<file path="src/rtl/i2s_tx_sample_fifo.sv">
// -----------------------------------------------------------------------------
// i2s_tx_sample_fifo
//   Stereo sample buffer feeding i2s_tx in the same iClk domain. The producer
//   writes left/right pairs over a valid/ready handshake. One pair is presented
//   per I2S frame, and the FIFO advances on each falling edge of iLRCLK.
//   A frame that starts while the FIFO is empty raises a one-cycle underrun pulse.
//
//   Optional build macro:
//     I2S_TX_FIFO_UNDERRUN_ZERO_EN  defined   -> underrun frames present silence (0)
//                                   undefined -> underrun frames repeat the last pair
//
// Parameters:
//   DATA_WIDTH  sample width per channel (must match i2s_tx)
//   FIFO_DEPTH  stored stereo pairs; power of 2, >= 2
//
// Ports:
//   iClk, iRstn              clock, asynchronous active-low reset
//   iWR_VALID, ivWR_LEFT,
//   ivWR_RIGHT, oWR_READY    producer write handshake
//   iLRCLK                   word clock from i2s_tx (already in iClk domain)
//   ovLEFT_DATA,
//   ovRIGHT_DATA             pair for the current frame, held between strobes
//   oUNDERRUN                one-cycle pulse: frame started with the FIFO empty
//   ovLEVEL                  number of stored pairs, 0..FIFO_DEPTH
// -----------------------------------------------------------------------------
module i2s_tx_sample_fifo #(
  parameter int unsigned DATA_WIDTH = 32,
  parameter int unsigned FIFO_DEPTH = 8
) (
  input  logic                          iClk,
  input  logic                          iRstn,
  input  logic                          iWR_VALID,
  input  logic [DATA_WIDTH-1:0]         ivWR_LEFT,
  input  logic [DATA_WIDTH-1:0]         ivWR_RIGHT,
  output logic                          oWR_READY,
  input  logic                          iLRCLK,
  output logic [DATA_WIDTH-1:0]         ovLEFT_DATA,
  output logic [DATA_WIDTH-1:0]         ovRIGHT_DATA,
  output logic                          oUNDERRUN,
  output logic [$clog2(FIFO_DEPTH):0]   ovLEVEL
);

  localparam int unsigned PTR_W = $clog2(FIFO_DEPTH);
  localparam int unsigned LVL_W = PTR_W + 1;
  localparam logic [LVL_W-1:0] LVL_FULL = LVL_W'(FIFO_DEPTH);

  // One stored stereo pair
  typedef struct packed {
    logic [DATA_WIDTH-1:0] left;
    logic [DATA_WIDTH-1:0] right;
  } stereoPair_t;

  // Storage: parallel left/right arrays
  logic [DATA_WIDTH-1:0] rLeftMem  [FIFO_DEPTH];
  logic [DATA_WIDTH-1:0] rRightMem [FIFO_DEPTH];

  logic [PTR_W-1:0] rWrPtr;
  logic [PTR_W-1:0] rRdPtr;
  logic             rLRCLK_d;

  logic             frameStrobe_c;
  logic             wrAccept_c;
  logic             popEn_c;
  logic             underrunHit_c;
  logic [LVL_W-1:0] levelNext_c;
  stereoPair_t      headPair_c;

  // Strobe, handshake and level bookkeeping
  always_comb begin
    frameStrobe_c = 1'b0;
    wrAccept_c    = 1'b0;
    popEn_c       = 1'b0;
    underrunHit_c = 1'b0;
    levelNext_c   = ovLEVEL;
    headPair_c    = '0;

    // Falling edge of the word clock marks the start of the left word
    frameStrobe_c = rLRCLK_d & ~iLRCLK;
    // Ready is registered, so there is no combinational path from iWR_VALID
    wrAccept_c    = iWR_VALID & oWR_READY;
    popEn_c       = frameStrobe_c & (ovLEVEL != '0);
    // A write in the strobe cycle is not bypassed; an empty FIFO still underruns
    underrunHit_c = frameStrobe_c & (ovLEVEL == '0);

    headPair_c.left  = rLeftMem[rRdPtr];
    headPair_c.right = rRightMem[rRdPtr];

    if (wrAccept_c && !popEn_c) begin
      levelNext_c = ovLEVEL + LVL_W'(1);
    end else if (!wrAccept_c && popEn_c) begin
      levelNext_c = ovLEVEL - LVL_W'(1);
    end
  end

  // Sample storage; contents need no reset because level gates visibility
  always_ff @(posedge iClk) begin
    if (wrAccept_c) begin
      rLeftMem[rWrPtr]  <= ivWR_LEFT;
      rRightMem[rWrPtr] <= ivWR_RIGHT;
    end
  end

  // Pointers, level, word-clock history and handshake flags
  always_ff @(posedge iClk or negedge iRstn) begin
    if (!iRstn) begin
      rLRCLK_d  <= 1'b0;
      rWrPtr    <= '0;
      rRdPtr    <= '0;
      ovLEVEL   <= '0;
      oWR_READY <= 1'b1;
      oUNDERRUN <= 1'b0;
    end else begin
      rLRCLK_d  <= iLRCLK;
      ovLEVEL   <= levelNext_c;
      oWR_READY <= (levelNext_c != LVL_FULL);
      oUNDERRUN <= underrunHit_c;
      // Pointers wrap naturally since FIFO_DEPTH is a power of two
      if (wrAccept_c) begin
        rWrPtr <= rWrPtr + PTR_W'(1);
      end
      if (popEn_c) begin
        rRdPtr <= rRdPtr + PTR_W'(1);
      end
    end
  end

  // Frame output pair; changes only on a strobe
  always_ff @(posedge iClk or negedge iRstn) begin
    if (!iRstn) begin
      ovLEFT_DATA  <= '0;
      ovRIGHT_DATA <= '0;
    end else if (popEn_c) begin
      ovLEFT_DATA  <= headPair_c.left;
      ovRIGHT_DATA <= headPair_c.right;
    end else if (underrunHit_c) begin
`ifdef I2S_TX_FIFO_UNDERRUN_ZERO_EN
      // Silence for the starved frame
      ovLEFT_DATA  <= '0;
      ovRIGHT_DATA <= '0;
`else
      // Repeat the previously presented pair
      ovLEFT_DATA  <= ovLEFT_DATA;
      ovRIGHT_DATA <= ovRIGHT_DATA;
`endif
    end
  end

endmodule

</file>
<file path="config.mk">
export PLATFORM = sky130hd
export DESIGN_NAME = i2s_tx_sample_fifo
export DESIGN_NICKNAME = d
export VERILOG_FILES = /design/src/rtl/i2s_tx_sample_fifo.sv
export SDC_FILE = /design/constraint.sdc
export NUM_CORES = 1
export LEC_CHECK = 0
export CAP_MARGIN = 20
export CORE_MARGIN = 8
export CORE_UTILIZATION = 25
export DETAILED_ROUTE_END_ITERATION = 12
export GPL_TIMING_DRIVEN = 0
export PLACE_DENSITY = 0.41
export SLEW_MARGIN = 10
export SYNTH_ARGS = -nofsm -noshare
export SYNTH_HDL_FRONTEND = slang
export SYNTH_SLANG_ARGS = --single-unit
export TNS_END_PERCENT = 1
</file>
<file path="constraint.sdc">
create_clock -name iClk -period 8 [get_ports iClk]
set_clock_uncertainty 0.1 [all_clocks]
set_input_delay 1.2 -clock iClk [delete_from_list [all_inputs] [get_ports iClk]]
set_output_delay 1.2 -clock iClk [all_outputs]
set_load 0.05 [all_outputs]
</file>
==> key figures <==
Run status
  • Run status: finished, final reports clean

Synthesis
  • Mapped Nets: ~1,100
  • Area leader, netlist: sky130_fd_sc_hd__edfxtp_1
  • Sequential element share of the synthesized area: roughly four fifths
  • Cells after synthesis: 1,020
  • Portion of synthesized cell area occupied by the leading cell type: 69.80%
  • Total number of yosys warnings: 0
  • Top cells by area, synth: sky130_fd_sc_hd__edfxtp_1, sky130_fd_sc_hd__mux4_2, sky130_fd_sc_hd__dfrtp_1
  • Post-synthesis cell area: 22,030 µm²
  • Post-Syn Area per Cell: between 20 and 25 µm²
  • Unique masters post-synth: 34
  • Post-synthesis sequential element count: 589

Critical path
  • Arrival time reported for the critical path endpoint: 3.56 ns
  • Cell chain of the critical path: clkdlybuf4s50_1 -> nand2_1 -> nor3_2 -> buf_4 -> buf_4 -> buf_4
  • Crit path max-delay family: buffers and inverters
  • Slowest stage delay, CP: 0.79 ns
  • Slowest cell on crit path: sky130_fd_sc_hd__nor3_2
  • CP Buf/Inv Count: 4
  • Crit Path Class: input port to flop
  • Most repeated library cell on the critical path: sky130_fd_sc_hd__buf_4
  • Crit path required time: 8.17 ns
  • Kind of launch point of the worst setup path: input port
  • CP max FO: 9
  • Endpoint type of the worst setup path: flop

STA
  • Post-route clock period utilization: 42.27%
  • Final hold violation count: 0
  • Max Fclk: 0.2957 GHz
  • Number of setup violations in the final report: 0
  • Final min period: 3.382 ns
  • Pins over their slew limit: 0
  • Setup repair after global routing missed its margin: false
  • Actual slew at the worst max-slew pin: 1.065 ns
  • Max_slew headroom: 29.01%
  • Setup total negative slack: 0 ns

Placement
  • RD Place Congestion: 0.6638
  • Placed standard-cell area: ~26,000 µm²
  • HPWL after detailed placement: 38,280 µm
  • Port-buffer cells: 137

Global routing
  • Maximum number of pins on one net before global-route repair: 48
  • Global-route wire length before repair: 82,280 µm
  • Residual overflow from global routing: 0
  • Overall Global Routing Usage: between 10% and 20%
  • Number of antenna violations at the first check in global routing: 7
  • Vias in the first global route: about 12,000

Clocking
  • Cts repair resizes: 0
  • Buffers inserted during post-CTS setup optimization: 0
  • Clk sink count: between 500 and 600
  • H-Tree Depth: 3
  • Num CTS Buffers: 67
  • Clock latency at the later pin of the worst-skew pair: around 0.58 ns
  • CTS tree: done
  • Clock-pin slew on the worst setup and hold paths: 0.05 ns
  • Hold buffers post-CTS: 0
  • CTS root buf: sky130_fd_sc_hd__clkbuf_16
  • Clock Path Buffers: 3

Die
  • Initial core utilization: 25.08%
  • IO Pins: between 100 and 150
  • Die height: approximately 310 µm
  • Die area: between 90,000 and 100,000 µm²
  • Cell row count: 109
  • Die width: 312.8 µm
  • Placeable Area: between 80,000 and 90,000 µm²

Detailed routing
  • DR WL/cell: 22.43 µm
  • Count of unresolved DRC violations after routing: 0
  • Vias per cell: 4.223
  • Antenna Nets Post-Route: 0
  • Number of vias in the routed layout: 10,580
  • Detailed Route Iter0 Violations: ~610
  • TritonRoute pass-1 iters: 4
  • Sum of routed wire length over all layers: roughly 56,000 µm

Final layout
  • Fraction of layout cells with a size suffix above 1: 24.04%
  • Area added between synthesis and finish: 25.66%
  • Finished Cell Area: 27,680 µm²
  • Post-Route Utilization: 31.52%
  • # fillers: 8,557
  • Total Nets Final: roughly 1,400

Power
  • Portion of total power attributed to combinational logic: 33.4%
  • Maximum VDD drop: 193.4 µV
  • Clk pwr share: 27.4%
  • Static leakage power: 9.126 nW
  • Switching power as a share of total power: approximately a third
  • Fraction of power consumed by sequential logic: 39.3%
  • Switching power total: 3.498 mW
  • Cell-internal power: 7.092 mW
  • Power per cell area: between 300 and 400 nW/µm²

Hold path
  • Type of the worst min-delay path: input port to asynchronous set/reset pin

Flow run
  • Max Cap Viol: 0
flip-flops by register name, summed over array words and instances, names as in the netlist:
name and cells:
rLRCLK_d 1, ovRIGHT_DATA 32, ovLEFT_DATA 32, rRightMem 256
ovLEVEL 4, rLeftMem 256, oWR_READY 1, rWrPtr 3
oUNDERRUN 1, rRdPtr 3
routing by layer:
metal | track usage (%) | vias up | part of all wire, %
li1 | - | 4711 | -
met1 | 14.41 | 5614 | 43
met2 | 19.40 | 186 | 50
met3 | 2.898 | 66 | 4.8
met4 | 3.016 | 2 | 1.7
met5 | 0 | - | 0.023
final timing paths:
kind | from | end | slack (ns) | cells past startpoint
max in group asynchronous | iRstn | oWR_READY | 6.72 | 2
worst max-delay path | iWR_VALID | rLeftMem[2][29] | 4.62 | 6
min in group iClk | ovLEFT_DATA[31] | ovLEFT_DATA[31] | 0.43 | 2
worst max register to register | rRdPtr[1] | ovRIGHT_DATA[9] | 5.10 | 5
worst min-delay path | iRstn | ovRIGHT_DATA[21] | 0.41 | 1
worst min register to register | ovLEFT_DATA[31] | ovLEFT_DATA[31] | 0.43 | 2
power by group through the flow:
stage               registers (mW)  logic [mW]  clock network, mW
floorplan                     4.81        1.68                  0
global placement              4.34        3.50                  0
detailed placement            4.23        3.67                  0
CTS                           4.17        3.68               3.01
global route                  4.22        3.82               3.12
finish                        4.16        3.53               2.90
cells in the final DEF, fill, tap and decap left out, types with 5 or more instances in the layout:
| master | instances |
|---|---|
| sky130_fd_sc_hd__dfrtp_1 | 76 |
| sky130_fd_sc_hd__a21oi_1 | 66 |
| sky130_fd_sc_hd__diode_2 | 5 |
| sky130_fd_sc_hd__nor2_1 | 67 |
| sky130_fd_sc_hd__buf_12 | 6 |
| sky130_fd_sc_hd__buf_4 | 33 |
| sky130_fd_sc_hd__edfxtp_1 | 512 |
| sky130_fd_sc_hd__nand2_1 | 9 |
| sky130_fd_sc_hd__clkdlybuf4s50_1 | 136 |
| sky130_fd_sc_hd__buf_16 | 6 |
| sky130_fd_sc_hd__mux2i_1 | 64 |
| sky130_fd_sc_hd__clkbuf_16 | 71 |
| sky130_fd_sc_hd__clkinv_1 | 11 |
| sky130_fd_sc_hd__mux4_2 | 128 |
| sky130_fd_sc_hd__clkinv_2 | 10 |
| sky130_fd_sc_hd__buf_6 | 16 |
| sky130_fd_sc_hd__clkbuf_1 | 44 |
| sky130_fd_sc_hd__buf_2 | 25 |
| sky130_fd_sc_hd__xnor2_1 | 6 |
per-stage QoR:
stage          hold slack, ns  total power [mW]  setup WS (ns)  instances
2_1_floorplan          0.4032             6.496          1.428       1020
3_3_place_gp           0.4112             7.833         -5.108       2322
3_5_place_dp           0.4191             7.898          3.984       2381
4_1_cts                0.3974             10.86          4.613       2500
5_1_grt                0.4071             11.16          4.488       2500
6_report               0.4064             10.59          4.618       2505
cells in the mapped netlist (all sizes together):
cell,n
a21oi,66
o21ai,2
nand2b,3
inv,3
maj3,1
dfrtp,76
or4b,1
nand4,2
nor3,5
nand2,10
ha,4
nor2b,1
edfxtp,512
clkbuf,26
or3b,1
xnor2,6
a32o,1
and2,2
mux2i,64
mux4,128
a31oi,1
nand3,3
nor4,1
dfstp,1
nand4b,1
o22ai,1
nor2,70
mux2,1
a31o,1
buf,26
area by class of cell:
type	count	area (µm²)	area share, %
diodes	5	12.51	0.04520
plain buffers	52	247.7	0.8950
clock buffers	94	1893	6.839
clock inverters	25	168.9	0.6102
inverters	3	11.26	0.04068
multi-input cells	376	4523	16.34
flip-flops and latches	589	17300	62.51
well taps	1165	1458	5.266
repair buffers	196	2063	7.454
kinds of logic after synthesis:
| logic type | synth area share (%) |
|---|---|
| flip-flops | 78.55 |
| multiplexers | 16.05 |
| AND/OR/NAND/NOR | 1.982 |
| AO/OA/AOI/OAI | 1.715 |
| buffers and inverters | 1.176 |
| XOR/XNOR | 0.2386 |
| adder cells (fa/ha/maj) | 0.2897 |
Note: power is estimated with default switching activity, not from simulation.
